## src/rtl/pe_regfile_bus_pkg.sv

```systemverilog
// ============================================================================
// Module   : pe_regfile_bus_pkg
// Purpose  : Shared types and constants for the PE register-file / bus stage.
// Revision : 1.0 - initial release
// ============================================================================
`default_nettype none

package pe_regfile_bus_pkg;

    localparam int                    REG_ADDR_W = 5;
    localparam logic [REG_ADDR_W-1:0] X0_ADDR    = '0;

    typedef enum logic [1:0] {
        ST_IDLE = 2'd0,
        ST_REQ  = 2'd1,
        ST_WAIT = 2'd2,
        ST_DONE = 2'd3
    } mem_state_e;

endpackage

`default_nettype wire

```

## src/rtl/pe_regfile_bus_if.sv

```systemverilog
// ============================================================================
// Module   : pe_regfile_bus_if
// Purpose  : PE-side handshake plus data-memory req/ack bus of the stage.
// Revision : 1.0 - initial release
// ============================================================================
`default_nettype none

interface pe_regfile_bus_if #(
    parameter int XLEN = 32
);
    import pe_regfile_bus_pkg::*;

    logic                  read_en;
    logic [REG_ADDR_W-1:0] rs1;
    logic [REG_ADDR_W-1:0] rs2;
    logic [REG_ADDR_W-1:0] rd;
    logic                  rd_write;
    logic [XLEN-1:0]       result_in;
    logic                  reg_select;
    logic                  mem_read;
    logic                  mem_write;
    logic [XLEN-1:0]       mem_address;
    logic [XLEN-1:0]       AmuxIn;
    logic [XLEN-1:0]       BmuxIn;
    logic                  data_Ready;
    logic                  mem_ack;
    logic                  mem_err;
    logic                  bus_req;
    logic                  bus_we;
    logic [XLEN-1:0]       bus_addr;
    logic [XLEN-1:0]       bus_wdata;
    logic [XLEN-1:0]       bus_rdata;
    logic                  bus_ack;

    // Master: the PE together with the memory; slave: the register/bus stage.
    modport master (
        output read_en, rs1, rs2, rd, rd_write, result_in, reg_select,
        output mem_read, mem_write, mem_address, bus_rdata, bus_ack,
        input  AmuxIn, BmuxIn, data_Ready, mem_ack, mem_err,
        input  bus_req, bus_we, bus_addr, bus_wdata
    );

    modport slave (
        input  read_en, rs1, rs2, rd, rd_write, result_in, reg_select,
        input  mem_read, mem_write, mem_address, bus_rdata, bus_ack,
        output AmuxIn, BmuxIn, data_Ready, mem_ack, mem_err,
        output bus_req, bus_we, bus_addr, bus_wdata
    );

endinterface

`default_nettype wire

```

## src/rtl/pe_regfile_bus_regfile.sv

```systemverilog
// ============================================================================
// Module   : pe_regfile_bus_regfile
// Purpose  : NREGS x XLEN register array, 2 read / 1 write ports, x0 = 0.
//            Same-edge write forwarding when PE_RF_BYPASS_EN is defined.
// Revision : 1.0 - initial release
// ============================================================================
`default_nettype none

module pe_regfile_bus_regfile
    import pe_regfile_bus_pkg::*;
#(
    parameter int XLEN  = 32,
    parameter int NREGS = 32
) (
    input  logic                  clk,
    input  logic                  reset,
    input  logic [REG_ADDR_W-1:0] raddr_a_i,
    input  logic [REG_ADDR_W-1:0] raddr_b_i,
    output logic [XLEN-1:0]       rdata_a_o,
    output logic [XLEN-1:0]       rdata_b_o,
    input  logic                  we_i,
    input  logic [REG_ADDR_W-1:0] waddr_i,
    input  logic [XLEN-1:0]       wdata_i
);

    logic [XLEN-1:0] regs_q [NREGS];

    always_ff @(posedge clk) begin
        if (reset) begin
            for (int i = 0; i < NREGS; i++) begin
                regs_q[i] <= '0;
            end
        end else if (we_i && (waddr_i != X0_ADDR)) begin
            regs_q[waddr_i] <= wdata_i;
        end
    end

    always_comb begin
        rdata_a_o = (raddr_a_i == X0_ADDR) ? '0 : regs_q[raddr_a_i];
        rdata_b_o = (raddr_b_i == X0_ADDR) ? '0 : regs_q[raddr_b_i];
`ifdef PE_RF_BYPASS_EN
        if (we_i && (waddr_i != X0_ADDR) && (waddr_i == raddr_a_i)) begin
            rdata_a_o = wdata_i;
        end
        if (we_i && (waddr_i != X0_ADDR) && (waddr_i == raddr_b_i)) begin
            rdata_b_o = wdata_i;
        end
`endif
    end

endmodule

`default_nettype wire

```

## src/rtl/pe_regfile_bus.sv

```systemverilog
// ============================================================================
// Module   : pe_regfile_bus
// Purpose  : Register file, operand return and timed req/ack memory bus for
//            the processing element. Optional macro: PE_RF_BYPASS_EN.
// Revision : 1.0 - initial release
// ============================================================================
`default_nettype none

module pe_regfile_bus
    import pe_regfile_bus_pkg::*;
#(
    parameter int XLEN    = 32,
    parameter int NREGS   = 32,
    parameter int TIMEOUT = 255
) (
    input  logic            clk,
    input  logic            reset,
    pe_regfile_bus_if.slave bus
);

    localparam int               CNT_W   = (TIMEOUT < 1) ? 1 : $clog2(TIMEOUT + 1);
    localparam logic [CNT_W-1:0] CNT_MAX = CNT_W'(TIMEOUT);

    mem_state_e       state_q, state_d;
    logic [CNT_W-1:0] cnt_q, cnt_d;
    logic             err_q, err_d;
    logic             we_q, we_d;
    logic [XLEN-1:0]  addr_q, addr_d;
    logic [XLEN-1:0]  wdata_q, wdata_d;
    logic [XLEN-1:0]  amux_q, amux_d;
    logic [XLEN-1:0]  bmux_q, bmux_d;
    logic             ready_q, ready_d;
    logic             pend_q, pend_d;

    logic [REG_ADDR_W-1:0] port_a_addr, port_b_addr;
    logic [XLEN-1:0]       port_a_data, port_b_data;
    logic [XLEN-1:0]       req_a, req_b;
    logic                  rd_req, req_valid;
    logic                  load_fin;
    logic [XLEN-1:0]       load_data;

    pe_regfile_bus_regfile #(
        .XLEN  (XLEN),
        .NREGS (NREGS)
    ) u_regfile (
        .clk       (clk),
        .reset     (reset),
        .raddr_a_i (port_a_addr),
        .raddr_b_i (port_b_addr),
        .rdata_a_o (port_a_data),
        .rdata_b_o (port_b_data),
        .we_i      (bus.rd_write),
        .waddr_i   (bus.rd),
        .wdata_i   (bus.result_in)
    );

    // reg_select=1 turns the read strobe into "wait for load data only".
    assign rd_req    = bus.read_en && !bus.reg_select;
    assign req_valid = rd_req || pend_q;

`ifdef PE_RF_BYPASS_EN
    // Pending reads keep addresses and re-read at delivery, seeing later writes.
    logic [REG_ADDR_W-1:0] pend_rs1_q, pend_rs1_d;
    logic [REG_ADDR_W-1:0] pend_rs2_q, pend_rs2_d;

    assign port_a_addr = rd_req ? bus.rs1 : pend_rs1_q;
    assign port_b_addr = rd_req ? bus.rs2 : pend_rs2_q;
    assign req_a       = port_a_data;
    assign req_b       = port_b_data;
    assign pend_rs1_d  = rd_req ? bus.rs1 : pend_rs1_q;
    assign pend_rs2_d  = rd_req ? bus.rs2 : pend_rs2_q;

    always_ff @(posedge clk) begin
        if (reset) begin
            pend_rs1_q <= '0;
            pend_rs2_q <= '0;
        end else begin
            pend_rs1_q <= pend_rs1_d;
            pend_rs2_q <= pend_rs2_d;
        end
    end
`else
    // Pending reads keep the data seen at the sampling edge.
    logic [XLEN-1:0] pend_a_q, pend_a_d;
    logic [XLEN-1:0] pend_b_q, pend_b_d;

    assign port_a_addr = bus.rs1;
    assign port_b_addr = bus.rs2;
    assign req_a       = rd_req ? port_a_data : pend_a_q;
    assign req_b       = rd_req ? port_b_data : pend_b_q;
    assign pend_a_d    = req_a;
    assign pend_b_d    = req_b;

    always_ff @(posedge clk) begin
        if (reset) begin
            pend_a_q <= '0;
            pend_b_q <= '0;
        end else begin
            pend_a_q <= pend_a_d;
            pend_b_q <= pend_b_d;
        end
    end
`endif

    always_comb begin
        state_d   = state_q;
        cnt_d     = cnt_q;
        err_d     = err_q;
        we_d      = we_q;
        addr_d    = addr_q;
        wdata_d   = wdata_q;
        load_fin  = 1'b0;
        load_data = '0;
        case (state_q)
            ST_IDLE: begin
                if (bus.mem_write || bus.mem_read) begin
                    state_d = ST_REQ;
                    we_d    = bus.mem_write;
                    addr_d  = bus.mem_address;
                    wdata_d = bus.result_in;
                    err_d   = 1'b0;
                    cnt_d   = '0;
                end
            end
            ST_REQ, ST_WAIT: begin
                if (bus.bus_ack) begin
                    state_d   = ST_DONE;
                    load_fin  = !we_q;
                    load_data = bus.bus_rdata;
                end else if ((state_q == ST_WAIT) && (cnt_q == CNT_MAX)) begin
                    state_d  = ST_DONE;
                    err_d    = 1'b1;
                    load_fin = !we_q;
                end else begin
                    state_d = ST_WAIT;
                    if (cnt_q != CNT_MAX) begin
                        cnt_d = cnt_q + 1'b1;
                    end
                end
            end
            ST_DONE: begin
                state_d = ST_IDLE;
            end
            default: begin
                state_d = ST_IDLE;
            end
        endcase
    end

    // A completing load owns AmuxIn; a coincident register read waits one cycle.
    always_comb begin
        amux_d  = amux_q;
        bmux_d  = bmux_q;
        ready_d = 1'b0;
        pend_d  = pend_q;
        if (load_fin) begin
            amux_d  = load_data;
            ready_d = 1'b1;
            pend_d  = req_valid;
        end else if (req_valid) begin
            amux_d  = req_a;
            bmux_d  = req_b;
            ready_d = 1'b1;
            pend_d  = 1'b0;
        end
    end

    always_ff @(posedge clk) begin
        if (reset) begin
            state_q <= ST_IDLE;
            cnt_q   <= '0;
            err_q   <= 1'b0;
            we_q    <= 1'b0;
            addr_q  <= '0;
            wdata_q <= '0;
            amux_q  <= '0;
            bmux_q  <= '0;
            ready_q <= 1'b0;
            pend_q  <= 1'b0;
        end else begin
            state_q <= state_d;
            cnt_q   <= cnt_d;
            err_q   <= err_d;
            we_q    <= we_d;
            addr_q  <= addr_d;
            wdata_q <= wdata_d;
            amux_q  <= amux_d;
            bmux_q  <= bmux_d;
            ready_q <= ready_d;
            pend_q  <= pend_d;
        end
    end

    assign bus.AmuxIn     = amux_q;
    assign bus.BmuxIn     = bmux_q;
    assign bus.data_Ready = ready_q;
    assign bus.mem_ack    = (state_q == ST_DONE);
    assign bus.mem_err    = (state_q == ST_DONE) && err_q;
    assign bus.bus_req    = (state_q == ST_REQ) || (state_q == ST_WAIT);
    assign bus.bus_we     = we_q;
    assign bus.bus_addr   = addr_q;
    assign bus.bus_wdata  = wdata_q;

endmodule

`default_nettype wire

```

## src/flat_wrapper.sv

```systemverilog
// flat-port wrapper written by rule: the top's interface ports become plain ports
module pe_regfile_bus_flat import pe_regfile_bus_pkg::*;
#(
    parameter int XLEN    = 32,
    parameter int NREGS   = 32,
    parameter int TIMEOUT = 255
)
  (clk, reset, bus_read_en, bus_rs1, bus_rs2, bus_rd, bus_rd_write, bus_result_in, bus_reg_select, bus_mem_read, bus_mem_write, bus_mem_address, bus_bus_rdata, bus_bus_ack, bus_AmuxIn, bus_BmuxIn, bus_data_Ready, bus_mem_ack, bus_mem_err, bus_bus_req, bus_bus_we, bus_bus_addr, bus_bus_wdata);
  pe_regfile_bus_if #(.XLEN(XLEN)) bus_i ();
  input  logic clk;
  input  logic reset;
  input wire logic [$bits(bus_i.read_en)-1:0] bus_read_en;
  input wire logic [$bits(bus_i.rs1)-1:0] bus_rs1;
  input wire logic [$bits(bus_i.rs2)-1:0] bus_rs2;
  input wire logic [$bits(bus_i.rd)-1:0] bus_rd;
  input wire logic [$bits(bus_i.rd_write)-1:0] bus_rd_write;
  input wire logic [$bits(bus_i.result_in)-1:0] bus_result_in;
  input wire logic [$bits(bus_i.reg_select)-1:0] bus_reg_select;
  input wire logic [$bits(bus_i.mem_read)-1:0] bus_mem_read;
  input wire logic [$bits(bus_i.mem_write)-1:0] bus_mem_write;
  input wire logic [$bits(bus_i.mem_address)-1:0] bus_mem_address;
  input wire logic [$bits(bus_i.bus_rdata)-1:0] bus_bus_rdata;
  input wire logic [$bits(bus_i.bus_ack)-1:0] bus_bus_ack;
  output wire logic [$bits(bus_i.AmuxIn)-1:0] bus_AmuxIn;
  output wire logic [$bits(bus_i.BmuxIn)-1:0] bus_BmuxIn;
  output wire logic [$bits(bus_i.data_Ready)-1:0] bus_data_Ready;
  output wire logic [$bits(bus_i.mem_ack)-1:0] bus_mem_ack;
  output wire logic [$bits(bus_i.mem_err)-1:0] bus_mem_err;
  output wire logic [$bits(bus_i.bus_req)-1:0] bus_bus_req;
  output wire logic [$bits(bus_i.bus_we)-1:0] bus_bus_we;
  output wire logic [$bits(bus_i.bus_addr)-1:0] bus_bus_addr;
  output wire logic [$bits(bus_i.bus_wdata)-1:0] bus_bus_wdata;
  assign bus_i.read_en = bus_read_en;
  assign bus_i.rs1 = bus_rs1;
  assign bus_i.rs2 = bus_rs2;
  assign bus_i.rd = bus_rd;
  assign bus_i.rd_write = bus_rd_write;
  assign bus_i.result_in = bus_result_in;
  assign bus_i.reg_select = bus_reg_select;
  assign bus_i.mem_read = bus_mem_read;
  assign bus_i.mem_write = bus_mem_write;
  assign bus_i.mem_address = bus_mem_address;
  assign bus_i.bus_rdata = bus_bus_rdata;
  assign bus_i.bus_ack = bus_bus_ack;
  assign bus_AmuxIn = bus_i.AmuxIn;
  assign bus_BmuxIn = bus_i.BmuxIn;
  assign bus_data_Ready = bus_i.data_Ready;
  assign bus_mem_ack = bus_i.mem_ack;
  assign bus_mem_err = bus_i.mem_err;
  assign bus_bus_req = bus_i.bus_req;
  assign bus_bus_we = bus_i.bus_we;
  assign bus_bus_addr = bus_i.bus_addr;
  assign bus_bus_wdata = bus_i.bus_wdata;
  pe_regfile_bus #(.XLEN(XLEN), .NREGS(NREGS), .TIMEOUT(TIMEOUT)) u_core (.clk(clk), .reset(reset), .bus(bus_i));
endmodule
```

## config.mk

```make
export PLATFORM = sky130hd
export DESIGN_NAME = pe_regfile_bus_flat
export DESIGN_NICKNAME = d
export VERILOG_FILES = /design/src/rtl/pe_regfile_bus_pkg.sv /design/src/rtl/pe_regfile_bus_if.sv /design/src/rtl/pe_regfile_bus_regfile.sv /design/src/rtl/pe_regfile_bus.sv /design/src/flat_wrapper.sv
export SDC_FILE = /design/constraint.sdc
export NUM_CORES = 2
export LEC_CHECK = 0
export ABC_AREA = 1
export CAP_MARGIN = 20
export CORE_ASPECT_RATIO = 1.25
export CORE_UTILIZATION = 55
export DETAILED_ROUTE_END_ITERATION = 10
export HOLD_SLACK_MARGIN = 0.03
export PLACE_DENSITY_LB_ADDON = 0.15
export REMOVE_ABC_BUFFERS = 1
export SETUP_SLACK_MARGIN = 0.15
export SLEW_MARGIN = 0
export SYNTH_ARGS = -nofsm -noshare
export SYNTH_HDL_FRONTEND = slang
export SYNTH_HIERARCHICAL = 1
export SYNTH_SLANG_ARGS = --single-unit
```

## constraint.sdc

```tcl
create_clock -name clk -period 2.8 [get_ports clk]
set_input_delay 0.84 -clock clk [delete_from_list [all_inputs] [get_ports clk]]
set_output_delay 0.84 -clock clk [all_outputs]
set_load 0.01 [all_outputs]
```

# Yosys cells after proc, flatten, opt, wreduce, memory -nomap -nowiden
# Memories as Yosys holds them, arrays and structs flattened.
# Index checks and enable logic that the tools add are counted.
[totals] regBits=206 mem_count=1 mem_bits_rw=1024
[op_classes] reduce_logical=21 bitwise_logic=1 muxes=36 n_eq_ne=10 add_sub_neg=1
[memory_table] name="u_core.u_regfile.regs_q" depth=32 word_bits=32 read_ports=2 rd_ports_with_merged_regs=0 wr=32 line="pe_regfile_bus_regfile.sv:26" rtl="logic [XLEN-1:0] regs_q [NREGS];"
[ops] op="32-bit two-way mux" n=9
[ops] op="8-bit two-way mux" n=4
[ops] op="32-bit OR reduction" n=1
[ops] op="1-bit two-way mux" n=17
[ops] op="8-bit one-hot mux with 2 select lines" n=1
[ops] op="5-bit logical NOT" n=2
[ops] op="8-bit by 1-bit adder with 8-bit output (second input constant)" n=1
[ops] op="8-bit equality test (second input constant)" n=1
[ops] op="8-bit != test (second input constant)" n=1
[ops] op="2-bit by 1-bit != test with 1-bit output (second input constant)" n=3
[ops] op="2-bit one-hot mux with 3 select lines" n=1
[ops] op="5-bit two-way mux" n=1
[ops] op="5-bit AND reduction" n=1
[ops] op="5-bit nonzero test" n=1
[ops] op="2-bit equality test (second input constant)" n=2
[ops] op="1-bit logical AND" n=4
[ops] op="2-bit two-way mux" n=2
[ops] op="2-bit != test (second input constant)" n=2
[ops] op="2-bit AND reduction" n=2
[ops] op="4-bit AND reduction" n=1
[ops] op="2-bit nonzero test" n=2
[ops] op="1-bit logical OR" n=3
[ops] op="2-bit by 1-bit equality test with 1-bit output (second input constant)" n=1
[ops] op="1-bit logical NOT" n=2
[ops] op="other kinds (4)" n=4

# Logic depth before layout (Yosys ltp)
[depth] ltp_word=7 depth_mapped=18 ltp_nobuf=15

# Cells and area by module
# Netlist, hierarchy kept.
[modules_own_cells] mod="pe_regfile_bus_regfile" instances=1 area_per_inst_um2=56521.7 cells_each=7252 seq_area_each_um2=30749.5
[modules_own_cells] mod="pe_regfile_bus" instances=1 area_per_inst_um2=7960.1 cells_each=1063 seq_area_each_um2=4124.0

# Worst setup path after synthesis
# No wires, ideal clock.
[synth_path] path_type="input-to-reg" startpoint="input bus_rd[3]" endpoint="memory u_core.u_regfile.regs_q[10][0], enable pin" path_stages=11 arrival_ps=2468 setup_slack_ps=-58 n_path_buf=1 cell_sequence="inv_1 -> nand3_1 -> inv_1 -> nand2_1 -> nand3_1 -> inv_1 -> nand3_1 -> inv_1 -> nand2_1 -> buf_2 -> nand2_1"
[synth_rtl] element="from (decl)" line="flat_wrapper.sv:15" rtl="input wire logic [$bits(bus_i.rd)-1:0] bus_rd;"
[synth_rtl] element="to (decl)" line="pe_regfile_bus_regfile.sv:26"

# Worst setup path after layout
[layout_path] startpoint="register u_core.state_q[1]" endpoint="output bus_bus_req"
[layout_via] elab_chain_cells=2
[layout_lines] element="from (decl)" line="pe_regfile_bus.sv:24" rtl="mem_state_e state_q, state_d;"
[layout_lines] element="from (signal assigned)" line="pe_regfile_bus.sv:181" rtl="state_q <= state_d;"
[layout_lines] element="2-bit by 1-bit equality test with 1-bit output or 2-bit equality test (tied branches)" line="pe_regfile_bus.sv:199" rtl="assign bus.bus_req = (state_q == ST_REQ) || (state_q == ST_WAIT);"
[layout_lines] element="1-bit logical OR *" line="pe_regfile_bus.sv:199"
[layout_lines] element="to (decl)" line="flat_wrapper.sv:29" rtl="output wire logic [$bits(bus_i.bus_req)-1:0] bus_bus_req;"
# Every way passes the cells marked *; elsewhere a longest branch is shown, timed or not.

==> results.toml <==
[run_status]
status = "finished, final reports clean"

[sta]
max_freq_mhz = 384
worst_slew_pin_slew_ns = 0.575
fin_worst_skew_ns = 0.0314
rsz0062_at_grt = "no"
min_period_ns = 2.60
finalHoldViolations = 0
fin_crit_sh_pct = 93.0
setup_ws_ns = 0.197
setup_viol = 0
max_slew_margin_pct = 61.4
slew_viol_final = 0
finalSetupTns_ns = 0

[global_route]
grt.busiest_layer = "met2"
antenna_found_initial = 2
met2_usage_pct = 63.6
grtUsageMet3_pct = 6.48
grt_pass1_wl_um = 340000
grtUsageTotal_pct = 38.1
globalRouteMet1Util_pct = 47.4
grt_pass1_vias = 58066
grt_max_degree = 77
grt-ovfl-total = 0

[yosys]
ys_types = 33
ys_warn_count = 6
syn_area_sq_um = 64500
async_flop_share_pct = 0
yosys_register_bits = 1230
avgSynthCellArea_sq_um = 7.75
syn_inst = 8315
synth_area_leaders = "edfxtp_1, nand2_1, nor2_1, nand3_1, dfxtp_1"
synth_top_area_share_pct = 47.7
synth_top_area_cell = "edfxtp_1"
synth_edf_count = 1024
synth_top_flop_cell = "edfxtp_1"
synth-seq-area-share_pct = 54.1

[clock_network]
cts.clk_slew.worst_paths_ns = 0.06
cts_tree = "built"
clockBufferDepth = 3
insertion_delay_ns = 0.78
holdBufCountCts = 0
clockRootBuffer = "clkbuf_16"
cts_buffers = 121
clock_sinks = 1230
h-tree-depth = 3

[worst_setup_path]
reg2reg_depth = 14
required_ns = 1.96
critPathLaunch = "u_core/state_q[1]"
start_kind = "flip-flop"
worst_path_largest_cell_delay_ns = 0.36
crit_slowest_cell = "dfxtp_2"
crit_type = "flip-flop to output pin"
reg2reg_slack_ns = 0.71
endpoint = "bus_bus_req"
critPathArrivalTime_ns = 1.76
end_kind = "output pin"
worstPathCellList = "inv_1, ha_4, clkdlybuf4s15_1"
r2r_start = "u_core/u_regfile/regs_q[30][19]"
r2r-end = "u_core/bus.AmuxIn[19]"
cp_max_fo = 8

[placed_design]
placed_cells = 10122
post-dp-hpwl_um = 157000
gp_congestion = 0.964
pre_cts_ws_ns = -0.366
port_buffers = 251

[finish]
layout_commonest_cell = "nand2_1"
multiInputGateArea_sq_um = 26000
fin_nets = 8806
fillers = 9613
final_cell_mix = "nand2_1, nor2_1, nand3_1"
syn2layout_area_growth_pct = 20.8
regArea_sq_um = 34900
fin_cells = 10356
drive_gt1_share_pct = 10.3

[die]
dieArea_sq_um = 119000
core_sq_um = 116000
die_h_um = 385
rows = 140
start_util_pct = 55.4
io_pins = 252
die_x_um = 308

[routing]
drt_iter0_markers = 8502
viasPerCell = 5.96
detail_route.first_pass.iterations = 8
drc = 0
routedWlPerCell_um = 22.2
finalWirelength_um = 230000
postRouteAntennaNets = 0
vias = 61718

[power_and_ir_drop]
swShare_pct = 28.9
internal_power_w = 0.0343
pwr-share-comb_pct = 19.8
pwr-share-clk_pct = 34.5
power.leakage_nw = 33.2
switchingPower_w = 0.0139
sequentialPowerShare_pct = 45.7
cellPowerDensity_nw_per_um2 = 619
total_power_w = 0.0482
ir_drop_v = 0.000624

[flow_run]
cap_violations = 0

[worst_hold_path]
min_from = "u_core/pend_a_q[7]"
hold_class = "flip-flop to flip-flop"
[timing repair]
| action | in CTS | in global routing |
|---|---|---|
| endpoints found under the setup margin | 3 | 1 |
| resized for setup | 7 | 2 |
| buffers inserted | 0 | 0 |
[worst min-delay path by stage]
stage / to / slack (ns) / depth (start not counted)
floorplan: u_core/err_q / 0.44 / 2
global placement: u_core/pend_a_q[20] / 0.46 / 2
finish: u_core/pend_a_q[7] / 0.47 / 2
detailed placement: u_core/pend_a_q[19] / 0.46 / 2
global route: u_core/pend_a_q[29] / 0.50 / 2
CTS: u_core/pend_a_q[19] / 0.47 / 2
[state kept, by name, indices dropped and copies added (netlist names)]
register / flops
u_core/bus.data_Ready: 1
u_core/state_q: 2
u_core/u_regfile/regs_q: 1024
u_core/pend_a_q: 32
u_core/bus.bus_wdata: 32
u_core/err_q: 1
u_core/cnt_q: 8
u_core/bus.bus_we: 1
u_core/pend_q: 1
u_core/bus.AmuxIn: 32
u_core/bus.BmuxIn: 32
u_core/pend_b_q: 32
u_core/bus.bus_addr: 32
[power groups by stage]
stage	logic, W	registers, W	clock network, W
CTS	0.00937	0.0220	0.0168
global route	0.0103	0.0222	0.0175
global placement	0.00919	0.0223	0
finish	0.00954	0.0220	0.0167
floorplan	0.00420	0.0225	0
detailed placement	0.00933	0.0224	0
[routing by layer]
| layer | up-vias | part of all wire [%] |
|---|---|---|
| met5 | - | 0.0052 |
| li1 | 27859 | - |
| met3 | 919 | 11 |
| met1 | 28857 | 35 |
| met4 | 2 | 5.6 |
| met2 | 4081 | 48 |
[metrics by stage]
| stage | utilization [%] | instance area, sq um | hold slack (ns) |
|---|---|---|---|
| 2_1_floorplan | - | 61600 | 0.437 |
| 4_1_cts | 67.0 | 77900 | 0.473 |
| 3_5_place_dp | 63.5 | 73900 | 0.464 |
| 5_1_grt | 67.0 | 77900 | 0.498 |
| 6_report | 67.0 | 77900 | 0.471 |
| 3_3_place_gp | 63.5 | 73900 | 0.459 |
[cells in the mapped netlist (2+ instances only)]
master / instances
nand2_1: 2327
nor2_1: 2027
nand3_1: 1072
edfxtp_1: 1024
o21ai_0: 469
clkbuf_1: 322
buf_2: 290
dfxtp_1: 206
inv_1: 198
a21oi_1: 159
buf_1: 68
o21ai_1: 43
mux2i_1: 32
o211ai_1: 22
nor3_1: 12
buf_6: 7
buf_4: 5
nor2_2: 5
clkinv_1: 4
ha_1: 4
inv_2: 4
inv_4: 2
nand2_2: 2
nor3b_1: 2
[cell families after synthesis]
group	share of synthesized area, %
AO/OA/AOI/OAI	5.49
XOR/XNOR	0.0136
adder cells (fa/ha/maj)	0.0776
buffers and inverters	5.92
flip-flops	54.1
multiplexers	0.497
other	0.00582
AND/OR/NAND/NOR	33.9
[critical path: cells and delay by family (launching register included)]
kind	cells	cell delay (ns)
buffers and inverters	2	0.34
adders and majority gates	1	0.31
DFF	1	0.36
[final cells by class]
| cell class | count | share of cell area [%] |
|---|---|---|
| diodes | 2 | 0.00642 |
| clock buffers | 175 | 4.59 |
| clock inverters | 57 | 0.601 |
| inverters | 208 | 1.06 |
| multi-input cells | 6216 | 33.4 |
| flip-flops and latches | 1230 | 44.8 |
| well taps | 1562 | 2.51 |
| repair buffers | 906 | 13.1 |
No activity file was read; power rests on OpenSTA's default activity.
